===== src/rtl/ysyx_25040111_cache_axi_rd.sv =====
// Read-only bridge from the I-cache refill port to AXI4 AR/R channels.
// One outstanding request; single-beat or INCR-burst refill selected by BURST_EN.
//
// state  | meaning
// S_IDLE | waiting for rstart from the cache
// S_AR   | arvalid held with latched araddr/arlen until arready
// S_R    | rready high, collecting beats until the last one
module ysyx_25040111_cache_axi_rd #(
    parameter bit         BURST_EN = 1'b0,
    parameter logic [3:0] AXI_ID   = 4'h0
) (
    input  logic        clock,
    input  logic        reset,
    input  logic        rstart,
    input  logic [31:0] raddr,
    input  logic [7:0]  rlen,
    output logic        rok,
    output logic [31:0] rdata_o,
    output logic        err,
    output logic [31:0] araddr,
    output logic        arvalid,
    input  logic        arready,
    output logic [7:0]  arlen,
    output logic [2:0]  arsize,
    output logic [1:0]  arburst,
    output logic [3:0]  arid,
    input  logic        rvalid,
    output logic        rready,
    input  logic [31:0] rdata,
    input  logic [1:0]  rresp,
    input  logic        rlast,
    input  logic [3:0]  rid
);

    typedef enum logic [1:0] {
        S_IDLE = 2'd0,
        S_AR   = 2'd1,
        S_R    = 2'd2
    } state_t;

    state_t     state;
    state_t     state_nxt;
    logic [7:0] beat;
    logic       ar_fire;
    logic       r_fire;
    logic       last_beat;
    logic       busy_req;
    logic       beat_err;

    assign arsize  = 3'b010;
    assign arburst = 2'b01;
    assign arid    = AXI_ID;

    assign ar_fire   = arvalid && arready;
    assign r_fire    = rready && rvalid;
    assign last_beat = BURST_EN ? (beat == arlen) : 1'b1;

    // In burst mode the cache re-pulses rstart after every word; that is benign in S_R.
    assign busy_req = rstart && ((state == S_AR) || ((state == S_R) && !BURST_EN));
    assign beat_err = r_fire && ((rresp != 2'b00) || (rid != AXI_ID) || (rlast != (beat == arlen)));

    always_ff @(posedge clock) begin
        if (reset) begin
            state <= S_IDLE;
        end else begin
            state <= state_nxt;
        end
    end

    always_comb begin
        state_nxt = state;
        case (state)
            S_IDLE:  if (rstart) state_nxt = S_AR;
            S_AR:    if (ar_fire) state_nxt = S_R;
            S_R:     if (r_fire && last_beat) state_nxt = S_IDLE;
            default: state_nxt = S_IDLE;
        endcase
    end

    always_comb begin
        arvalid = 1'b0;
        rready  = 1'b0;
        case (state)
            S_AR:    arvalid = 1'b1;
            S_R:     rready  = 1'b1;
            default: ;
        endcase
    end

    always_ff @(posedge clock) begin
        if (reset) begin
            rok     <= 1'b0;
            rdata_o <= 32'h0;
            err     <= 1'b0;
            araddr  <= 32'h0;
            arlen   <= 8'h0;
            beat    <= 8'h0;
        end else begin
            rok <= r_fire;
            if ((state == S_IDLE) && rstart) begin
                araddr <= raddr;
                arlen  <= BURST_EN ? rlen : 8'h0;
                beat   <= 8'h0;
            end
            // beat may wrap after a 256-beat burst, but the FSM has already left S_R
            if (r_fire) begin
                rdata_o <= rdata;
                beat    <= beat + 8'd1;
            end
            if (busy_req || beat_err) begin
                err <= 1'b1;
            end
        end
    end

endmodule


===== config.mk =====
export PLATFORM = sky130hd
export DESIGN_NAME = ysyx_25040111_cache_axi_rd
export DESIGN_NICKNAME = d
export VERILOG_FILES = /design/src/rtl/ysyx_25040111_cache_axi_rd.sv
export SDC_FILE = /design/constraint.sdc
export NUM_CORES = 1
export LEC_CHECK = 0
export CAP_MARGIN = 20
export CORE_MARGIN = 2
export CORE_UTILIZATION = 34
export DETAILED_ROUTE_END_ITERATION = 12
export PLACE_DENSITY = 0.81
export SYNTH_ARGS = -nofsm -noshare
export SYNTH_HDL_FRONTEND = slang
export SYNTH_SLANG_ARGS = --single-unit

===== constraint.sdc =====
create_clock -name clock -period 1.4 [get_ports clock]
set_input_delay 0.21 -clock clock [delete_from_list [all_inputs] [get_ports clock]]
set_output_delay 0.21 -clock clock [all_outputs]
set_load 0.05 [all_outputs]

==> metrics.cfg <==
[yosys]
ys_seq_area_frac=0.5096
synthTopCellsByArea=dfxtp_1, nand2_1, a21oi_1
synth.distinct_cells=31
syn_area_um2=2985
synth_cells=379
syn_area_per_cell_um2=7.877
synth_ff_type=dfxtp_1
ys_ff_latch=76
synthArstFlopShare=0
yosysTopAreaCell=dfxtp_1
yosysWarnings=0
synth_edf_count=0
post-synth-top-count-cell=nand2_1
synth_common_cells=nand2_1, dfxtp_1, a21oi_1, buf_4, nor2_1
synth_top_area_frac=0.5096

[grt]
grt_pass1_wl_um=14050
grt_overflow_total=0
track_usage=0.1789
grt_max_degree=41
first_global_vias=3028
antenna_found_initial=0

[cts]
cts_tree=done
insertion_delay_ns=0.34
cts_root_buf=clkbuf_8
cts_hold_buf=0
cts.path.max_buffers=2
cts_max_level=3
cts_buffers=9
clk_pin_slew_ns=0.08
cts.sink_count=76

[hold_path]
holdPathStages=2
hold_path_class=in -> reg
hp-start=reset
worstHoldEndpoint=beat[3]

[power]
power_frac_clock=0.206
p_seq_frac=0.336
total_power_uw=8042
power.internal_uw=5048
netSwitchingPower_uw=2994
power_leakage_uw=0.002168
swShare=0.3723
p_comb_frac=0.458
ir_drop_uv=1009
power.density_nw_per_um2=1420

[cells_and_area]
syn_to_final_growth_pct=89.65
layout-drive-gt1-share=0.2472
multi_input_area_um2=1384
finish.net_count=620
design_area_um2=5662
fill_cells=668
seqCellArea_um2=1531
utilization=0.6556
diodes=0

[sta]
rsz0062_at_grt=yes
fin_crit_sh=1.078
layout_setup_ws_ns=-0.1090
fmax_mhz=662.7
setup_violations=34
maxSlewViolCount=0
finalHoldViolations=0
fin_skew_ns=0.01176
fin_hold_ws_ns=0.2479
fin_crit_ns=1.509

[critical_path]
crit_required_ns=1.62
rrSetupSlack_ns=-0.11
worstSetupStartpointType=register
worst_r2r_path_depth=6
worst-setup-path-type=reg -> reg
endpoint_kind=register
reg2reg_to=state[0]
crit_fanout=3
critPathArrivalTime_ns=1.73
r2r-start=state[0]

[routing]
drt_drc_violations_left=0
finalWirelength_um=9229
first_iter_violations=139
viasPerCell=4.771
wl_per_cell_um=14.38
firstDrtPassIters=4
ant_nets=0
via_count=3063

[placed_design]
io_buffers=143
place_congestion=0.8211
pre_cts_ws_ns=-0.2874
placed_cell_area_um2=5294
dpl.hpwl_um=6510

[floorplanning]
die_y_um=97.71
rows=34
die-area_um2=9546
io_pins=169
coreArea_um2=8636
die_w_um=97.71
initial_utilization=0.3457

[flow_run]
maxCapViolations=0

[run_status]
outcome=finished with violations
violations=setup timing

[state kept, by name, indices dropped and copies added (netlist names)]
| signal | cells |
|---|---|
| rok | 1 |
| err | 1 |
| araddr | 32 |
| beat | 8 |
| state | 2 |
| rdata_o | 32 |
[power by group through the flow]
stage	sequential, µW	combinational (µW)	clock [µW]
after detailed placement	2760	3320	0
after CTS	2700	3430	1710
final	2700	3680	1660
after global routing	2730	3870	1820
after floorplan	3400	1020	0
after global placement	2740	3240	0
[placed cells by master (no fill, tap or decap), types with 3 or more instances in the layout]
cell type	netlist	routed
nand2_1	132	131
clkdlybuf4s50_1	0	74
buf_12	0	74
dfxtp_1	76	72
a21oi_1	70	60
conb_1	2	17
nor2_1	14	13
a21oi_2	0	10
clkbuf_8	0	10
buf_4	17	10
inv_1	7	5
o21ai_1	0	4
nand4_1	3	3
ha_1	7	3
ha_4	0	3
buf_6	0	3
[critical path: stages, from the launching register on]
cell      delay (ns)
dfxtp_4         0.35
buf_4           0.15
ha_4            0.17
a222oi_1        0.27
buf_4           0.19
mux2i_1         0.21
nor2_1          0.06
[final cells by class]
cell class | count | share of cell area
flip-flops and latches | 76 | 0.2705
multi-input cells | 271 | 0.2444
inverters | 7 | 0.005525
clock buffers | 12 | 0.02564
clock inverters | 4 | 0.008619
well taps | 108 | 0.02387
repair buffers | 164 | 0.4214
[per-layer routing]
metal | global-route usage | vias to the layer above | share of wire
li1 | - | 1495 | -
met1 | 0.2064 | 1428 | 0.40
met2 | 0.3199 | 120 | 0.53
met3 | 0.04604 | 20 | 0.056
met4 | 0.06410 | 0 | 0.016
met5 | 0 | - | 0
[logic make-up (layout without fill, tap and decap cells)]
group,count (synthesis),count (layout),share of synthesized area
flops,76,76,0.5096
simple gates,162,162,0.2213
mux,3,3,0.01048
other cells,2,17,0.002516
compound gates,81,81,0.1404
xor+xnor,1,1,0.002934
buf+inv,47,187,0.08340
fa+ha+maj,7,7,0.02934
[how the worst max path moves through the flow]
stage	startpoint	endpoint	slack [ns]	depth (start not counted)
6_report	state[0]	state[0]	-0.11	6
5_1_grt	state[1]	beat[2]	-0.20	8
3_5_place_dp	rvalid	state[0]	-0.29	6
4_1_cts	state[1]	state[0]	-0.11	6
2_1_floorplan	state[0]	state[1]	-0.05	5
3_3_place_gp	rresp[0]	err	-0.23	5
[stage by stage]
stage / setup TNS (ns) / instances
after floorplan: -0.1366 / 394
after detailed placement: -7.857 / 621
after CTS: -0.1796 / 639
final: -0.9600 / 642
after global placement: -5.188 / 621
after global routing: -3.224 / 642
[timing repair]
action                     CTS  global route
setup endpoints to repair   26            53
buffers inserted             2             1
pin swaps                    2            10
resized for setup            6            26
gates cloned                 0             2
Power figures use the tool's default switching activity.
